`config.mk`:
```
export PLATFORM = sky130hd
export DESIGN_NAME = touch_mode_ctrl
export DESIGN_NICKNAME = d
export VERILOG_FILES = /design/src/rtl/touch_mode_ctrl.sv
export SDC_FILE = /design/constraint.sdc
export NUM_CORES = 1
export LEC_CHECK = 0
export BUFFER_PORTS_ARGS = -buffer_cell sky130_fd_sc_hd__buf_4
export CORE_ASPECT_RATIO = 1.5
export CORE_MARGIN = 2
export CORE_UTILIZATION = 30
export CTS_BUF_LIST = sky130_fd_sc_hd__clkbuf_16
export DETAILED_ROUTE_END_ITERATION = 8
export SLEW_MARGIN = 10
export SYNTH_ARGS = -nofsm -noshare
export SYNTH_HDL_FRONTEND = slang
export SYNTH_SLANG_ARGS = --single-unit
```
`constraint.sdc`:
```
create_clock -name sys_clk -period 2.14 [get_ports sys_clk]
set_input_delay 0.107 -clock sys_clk [delete_from_list [all_inputs] [get_ports sys_clk]]
set_output_delay 0.107 -clock sys_clk [all_outputs]
set_load 0.02 [all_outputs]
```
`src/rtl/touch_mode_ctrl.sv`:
```
// Touch-key mode controller: synchronises and debounces the touch key, classifies
// each press as short or long, steps a 4-state display mode and drives the LED bank.
module touch_mode_ctrl #(
  parameter int unsigned DEBOUNCE_CYC = 1_000_000,
  parameter int unsigned LONG_CYC     = 50_000_000,
  parameter int unsigned BLINK_CYC    = 12_500_000
) (
  input  logic       sys_clk,
  input  logic       sys_rst_n,
  input  logic       touch_key,
  output logic [3:0] led,
  output logic [1:0] mode,
  output logic       short_press,
  output logic       long_press
);

  localparam int unsigned DB_W   = (DEBOUNCE_CYC > 1) ? $clog2(DEBOUNCE_CYC) : 1;
  localparam int unsigned LONG_W = (LONG_CYC > 1) ? $clog2(LONG_CYC) : 1;
  localparam int unsigned TICK_W = (BLINK_CYC > 1) ? $clog2(BLINK_CYC) : 1;

  localparam logic [DB_W-1:0]   DB_LAST   = DB_W'(DEBOUNCE_CYC - 1);
  localparam logic [LONG_W-1:0] LONG_LAST = LONG_W'(LONG_CYC - 1);
  localparam logic [TICK_W-1:0] TICK_LAST = TICK_W'(BLINK_CYC - 1);

  typedef enum logic [1:0] {
    MODE_OFF   = 2'd0,
    MODE_ON    = 2'd1,
    MODE_BLINK = 2'd2,
    MODE_RUN   = 2'd3
  } mode_t;

  logic              key_m;
  logic              key_s;
  logic              key_db;
  logic              key_db_q;
  logic [DB_W-1:0]   db_cnt;
  logic [LONG_W-1:0] hold_cnt;
  logic              long_done;
  logic [TICK_W-1:0] tick_cnt;
  logic              tick_c;
  mode_t             state;

  assign mode   = state;
  assign tick_c = (tick_cnt == TICK_LAST);

  // Two-flop synchroniser for the asynchronous touch key.
  always_ff @(posedge sys_clk or negedge sys_rst_n) begin
    if (!sys_rst_n) begin
      key_m <= 1'b0;
      key_s <= 1'b0;
    end else begin
      key_m <= touch_key;
      key_s <= key_m;
    end
  end

  // Accept a new key level only after DEBOUNCE_CYC consecutive mismatching cycles.
  always_ff @(posedge sys_clk or negedge sys_rst_n) begin
    if (!sys_rst_n) begin
      key_db <= 1'b0;
      db_cnt <= '0;
    end else if (key_s == key_db) begin
      db_cnt <= '0;
    end else if (db_cnt == DB_LAST) begin
      key_db <= key_s;
      db_cnt <= '0;
    end else begin
      db_cnt <= db_cnt + DB_W'(1);
    end
  end

  // Press classifier: long pulse after LONG_CYC held cycles, short pulse on an early release.
  always_ff @(posedge sys_clk or negedge sys_rst_n) begin
    if (!sys_rst_n) begin
      key_db_q    <= 1'b0;
      hold_cnt    <= '0;
      long_done   <= 1'b0;
      short_press <= 1'b0;
      long_press  <= 1'b0;
    end else begin
      key_db_q    <= key_db;
      short_press <= 1'b0;
      long_press  <= 1'b0;
      if (!key_db) begin
        // Holding the counter cleared while released arms it for the next rising edge.
        hold_cnt  <= '0;
        long_done <= 1'b0;
        if (key_db_q && !long_done) begin
          short_press <= 1'b1;
        end
      end else if (!long_done) begin
        if (hold_cnt == LONG_LAST) begin
          long_press <= 1'b1;
          long_done  <= 1'b1;
          hold_cnt   <= '0;
        end else begin
          hold_cnt <= hold_cnt + LONG_W'(1);
        end
      end
    end
  end

  // Mode FSM, pattern tick and LED pattern; a mode change restarts tick and pattern.
  always_ff @(posedge sys_clk or negedge sys_rst_n) begin
    if (!sys_rst_n) begin
      state    <= MODE_OFF;
      led      <= 4'b0000;
      tick_cnt <= '0;
    end else if (short_press || long_press) begin
      tick_cnt <= '0;
      if (long_press) begin
        state <= MODE_OFF;
        led   <= 4'b0000;
      end else begin
        case (state)
          MODE_OFF: begin
            state <= MODE_ON;
            led   <= 4'b1111;
          end
          MODE_ON: begin
            state <= MODE_BLINK;
            led   <= 4'b1111;
          end
          MODE_BLINK: begin
            state <= MODE_RUN;
            led   <= 4'b0001;
          end
          default: begin
            state <= MODE_OFF;
            led   <= 4'b0000;
          end
        endcase
      end
    end else begin
      tick_cnt <= tick_c ? '0 : tick_cnt + TICK_W'(1);
      if (tick_c) begin
        case (state)
          MODE_BLINK: led <= ~led;
          MODE_RUN:   led <= {led[2:0], led[3]};
          default:    led <= led;
        endcase
      end
    end
  end

endmodule

```
# After elaboration in Yosys (flattened, before gate mapping)
# Index checks and enable logic that the tools add are counted.
[totals]
ff_bits = 83
out_inout_bits = 8
input_bits = 3
[op_classes]
n_eq_ne = 8
reduce_logical = 9
addsub = 3
bitwise = 2
mux = 21
[op_table]
columns = ["operator", "count"]
rows = [
  ["26-bit two-way mux", 3],
  ["24-bit two-way mux", 2],
  ["20-bit two-way mux", 2],
  ["26-bit by 1-bit adder with 26-bit output, second input constant", 1],
  ["26-bit == test, second input constant", 1],
  ["24-bit by 1-bit adder with 24-bit output, second input constant", 1],
  ["24-bit == test, second input constant", 1],
  ["20-bit by 1-bit adder with 20-bit output, second input constant", 1],
  ["20-bit == test, second input constant", 1],
  ["4-bit case mux with 2 select lines", 2],
  ["4-bit two-way mux", 3],
  ["1-bit two-way mux", 7],
  ["2-bit case mux with 3 select lines", 1],
  ["2-bit == test, second input constant", 2],
  ["4-bit NOT", 1],
  ["2-bit AND reduction", 2],
  ["3-bit nonzero test", 1],
  ["2-bit by 1-bit == test with 1-bit output, second input constant", 1],
  ["2-bit zero test", 1],
  ["2-bit two-way mux", 1],
  ["2-bit != test, second input constant", 1],
  ["2-bit nonzero test", 1],
  ["2-bit OR reduction", 1],
  ["1-bit == test", 1],
  ["other kinds (4)", 4],
]

# Depth between registers and ports, before layout
[depth]
depth_word = 5
depth_mapped = 8
ltp_nobuf = 6

# Worst setup path before layout
# Ideal clock, no wire load.
[synth_path]
path_type = "reg-to-reg"
startpoint = "reg hold_cnt[0]"
endpoint = "reg hold_cnt[9]"
stages_incl_launch_ff = 8
n_path_buf = 1
arrival_ps = 1835
path_slack_ps = 179
cell_sequence = "dfrtp_1 > ha_1 > nand3_4 > or2_1 > or4_1 > buf_2 > a21oi_1 > o22ai_1"
[synth_via]
elab_chain_len = 4
word_cells_on_any_way = 5
[synth_lines]
columns = ["item", "line_no", "source"]
rows = [
  ["start, declared", "37", "logic [LONG_W-1:0] hold_cnt;"],
  ["start signal, assigned", "97", "hold_cnt <= hold_cnt + LONG_W'(1);"],
  ["26-bit by 1-bit adder with 26-bit output / 26-bit == test (equally long branches)", "97, 92", ""],
  ["26-bit two-way mux (*)", "92", "if (hold_cnt == LONG_LAST) begin"],
  ["26-bit two-way mux (*)", "91", "end else if (!long_done) begin"],
  ["26-bit two-way mux (*)", "84", "if (!key_db) begin"],
]
# Mark *: on every way between the ends. The rest lies on a longest branch, timed or not. The select of a mux whose other input is x is not followed.
# A chain may end at the register's enable or synchronous reset.

# Worst setup path in the final report
[layout_path]
startpoint = "reg tick_cnt[0]"
endpoint = "reg led[2]"
[layout_via]
elab_chain_len = 3
[layout_lines]
columns = ["item", "line_no", "source"]
rows = [
  ["start, declared", "39", "logic [TICK_W-1:0] tick_cnt;"],
  ["start signal, assigned", "135", "tick_cnt <= tick_c ? '0 : tick_cnt + TICK_W'(1);"],
  ["24-bit == test", "44", "assign tick_c = (tick_cnt == TICK_LAST);"],
  ["2-bit nonzero test (no line)", "-", ""],
  ["2-bit AND reduction (no line)", "-", ""],
  ["end signal, assigned", "138", "MODE_BLINK: led <= ~led;"],
  ["end signal, assigned", "139", "MODE_RUN: led <= {led[2:0], led[3]};"],
  ["end signal, assigned", "140", "default: led <= led;"],
  ["end, declared", "11", "output logic [3:0] led,"],
]
# No other way between the ends.

==> results.toml <==
[floorplan]
coreArea_mm2 = 0.01493
die-area_mm2 = 0.01617
ios = 11
rows = 55
fp.dieH_um = 154.8
die_w_um = 104.5
start_util_pct = 30.44

[synthesis]
yosysUniqueCellTypes = 52
ys.flop_type = "dfrtp_1"
async_reset_ff_share_pct = 100.0
syn_nets = 497
yosysWarnings = 0
yosysSeqAreaShare_pct = 45.69
ys_seq_elements = 83
synth.area.top_cells = "dfrtp_1 46%, nor2_1 5.5%, xor2_1 4.2%"
yosysTopAreaCell = "dfrtp_1"
synth_top_cell_area_share_pct = 45.69
avgSynthCellArea_um2 = 9.334
synthesis.area_mm2 = 0.004546
synth-edff-count = 0
synthCells = 487

[worst_setup_path]
r2r_slack_ps = 150
max_stage_delay_ps = 420
path_buf_inv = 0
r2r-start = "tick_cnt[0]"
cp-start-kind = "flop"
crit_slowest_cell = "nor3_1"
crit_required_ps = 2370
worstPathCellList = "ha_1 > and4_1 > nand4_1 > nor3_1 > a31oi_1 > o22a_1"
ff2ff_path_depth = 6
r2r_end = "led[2]"
crit_path_max_fanout = 6
crit_type = "flop to flop"
critPathCaptureType = "flop"
cp_top_family = "simple AND/OR/NAND/NOR gates"
critical_path_arrival_ps = 2220

[worst_hold_path]
holdCritPathClass = "input port to asynchronous set/reset pin"

[grt]
grt_first_pass_wirelength_mm = 17.87
grt_pass1_vias = 3755
grt_max_degree = 31
grt-ovfl-total = 0
track_usage_pct = 13.60
grt_antenna_before_repair = 0

[place]
gp_congestion = 0.8385
hpwl_mm = 7.315
pre_cts_slack_ps = -25.22
port_buffers = 10

[detailed_routing]
via_count = 3688
dr.pass1.iters = 4
routed_via_density = 5.158
wl_per_cell_um = 14.86
wl_mm = 10.63
ant_nets = 0
drc = 0
drtIter0Drc = 195

[cts]
cts_tree = "built"
cts_made_buffers = 9
cts_sinks = 83
insertion_delay_ps = 340
htreeDepth = 3
clockBufferDepth = 2
cts_root_buffer = "clkbuf_16"
path_clk_slew_ps = 70

[cells_and_area]
antenna_cells = 0
area_growth_pct = 16.63
final_net_count = 521
seqCellArea_mm2 = 0.002077
multi_input_area_mm2 = 0.002354
drive_above_1_share_pct = 12.40
postLayoutCoreUtil_pct = 35.50
fillers = 1522

[pwr]
p_leak_nw = 2.178
powerDensity_mw_per_mm2 = 622.9
ir_drop_v = 0.0003020

[sta]
skew_ps = 13.72
rsz0062_at_grt = "false"
setup_viol = 0
hold_viol_final = 0
min_period_ps = 1992
slew_violations = 0
relSlewSlack_pct = 66.50
period_share_pct = 93.09
layout_setup_ws_ps = 147.8
worst_pin_slew_ps = 502.6
clock.fmax_mhz = 502.0

[status]
outcome = "completed"

[job]
drv_cap = 0
## area by class of cell
class	instances	area share (%)
multi-input cells	372	44.39
flip-flops and latches	83	39.18
repair buffers	35	5.051
well taps	199	4.697
clock buffers	9	4.248
clock inverters	7	1.723
inverters	10	0.7080
## power by group
group	switching, mW	total [mW]	internal (mW)	leakage [nW]
registers	0.00526	1.58	1.58	1.14
logic	0.0429	0.0569	0.0140	0.888
clock network	0.647	1.67	1.02	0.151
total	0.695	3.30	2.61	2.18
## placed cells by master, fill, tap and decap left out, drive strengths merged, types with 3 or more instances in the layout
| cell | n |
|---|---|
| dfrtp | 83 |
| nor2 | 66 |
| nand2 | 44 |
| buf | 33 |
| nand3 | 32 |
| o21ai | 24 |
| xor2 | 22 |
| nand4 | 20 |
| xnor2 | 19 |
| a21oi | 18 |
| and3 | 14 |
| nor3 | 14 |
| inv | 12 |
| or3 | 10 |
| clkbuf | 9 |
| nor4 | 9 |
| or4b | 8 |
| ha | 7 |
| and4 | 6 |
| a21boi | 6 |
| and2 | 5 |
| nor3b | 4 |
| mux2i | 4 |
| a22oi | 4 |
| nor4b | 4 |
| or4 | 4 |
| nor2b | 3 |
| nand3b | 3 |
| a31oi | 3 |
| o22a | 3 |
## Yosys cell counts, types with 2 or more instances
cell       n
o21a_1     2
or4b_1     6
nor2_1    66
buf_2      5
nand4_1   19
a21oi_1   18
nor3b_1    4
or3_1     10
nand3_4    3
ha_1       7
or4_1      4
a32oi_1    2
nor4b_1    4
inv_1     10
nor3_1    14
a22oi_1    4
nand2_1   43
nand3b_1   3
nand3_1   29
o21ai_0   23
nor4_1     5
or4b_2     2
and3_1    14
o22a_1     3
mux2i_1    4
and2_1     5
clkbuf_1  15
and4_1     6
nor4_4     3
xnor2_1   19
a31oi_1    3
nor2b_1    3
xor2_1    22
nand2b_1   2
dfrtp_1   83
o22ai_1    2
a21boi_0   5
## per-layer routing
| layer | track usage (%) | part of all wire (%) | up-vias |
|---|---|---|---|
| met5 | 0 | 0 | - |
| met4 | 5.534 | 1.8 | 0 |
| met3 | 2.908 | 2.1 | 15 |
| met2 | 24.65 | 54 | 51 |
| met1 | 15.41 | 42 | 1842 |
| li1 | - | - | 1780 |
## stage by stage
| step | cells | instance area (um^2) | setup TNS, ps | power [mW] | hold slack, ps |
|---|---|---|---|---|---|
| 2_1_floorplan | 487 | 4546 | 0 | 1.622 | -188.6 |
| 3_3_place_gp | 694 | 4927 | 0 | 1.665 | 75.65 |
| 3_5_place_dp | 694 | 4927 | -63.10 | 1.668 | 76.38 |
| 4_1_cts | 715 | 5286 | 0 | 3.352 | 275.7 |
| 5_1_grt | 715 | 5301 | 0 | 3.440 | 295.2 |
| 6_report | 715 | 5301 | 0 | 3.302 | 255.6 |
## registers in the layout, summed over array words and instances, names as in the netlist
name / cells
db_cnt: 20
key_db_q: 1
long_press: 1
short_press: 1
long_done: 1
led: 4
tick_cnt: 24
mode: 2
key_db: 1
key_m: 1
hold_cnt: 26
key_s: 1
## how the worst max path moves through the flow
stage            startpoint            to  slack (ps)  cells after the start
2_1_floorplan   hold_cnt[0]   hold_cnt[9]         180                      7
3_3_place_gp    hold_cnt[0]   hold_cnt[9]          80                      6
3_5_place_dp   hold_cnt[16]  hold_cnt[14]         -30                      6
4_1_cts         hold_cnt[1]  hold_cnt[22]          30                      6
5_1_grt         tick_cnt[1]  tick_cnt[20]          30                      6
6_report        tick_cnt[0]        led[2]         150                      6
## worst reg2reg max path: stages (launching register included)
cell and delay, ps:
dfrtp_1 380, ha_1 230, and4_1 340, nand4_1 170, nor3_1 420, a31oi_1 170, o22a_1 190
## repair_timing
item,4_1_cts,5_1_grt
hold buffers,2,0
setup endpoints to repair,4,9
gates cloned,0,0
setup buffers,3,0
gates resized for setup,0,3
pin swaps,1,0
hold endpoints to repair,28,0
## kinds of logic after synthesis
logic type               after synthesis  synth area share (%)
AND/OR/NAND/NOR                      253                 31.57
flip-flops                            83                 45.69
AO/OA/AOI/OAI                         66                 8.918
XOR/XNOR                              41                 7.900
buffers and inverters                 32                 2.863
adder cells (fa/ha/maj)                7                 1.927
multiplexers                           5                 1.129
No activity file was read; power rests on OpenSTA's default activity.
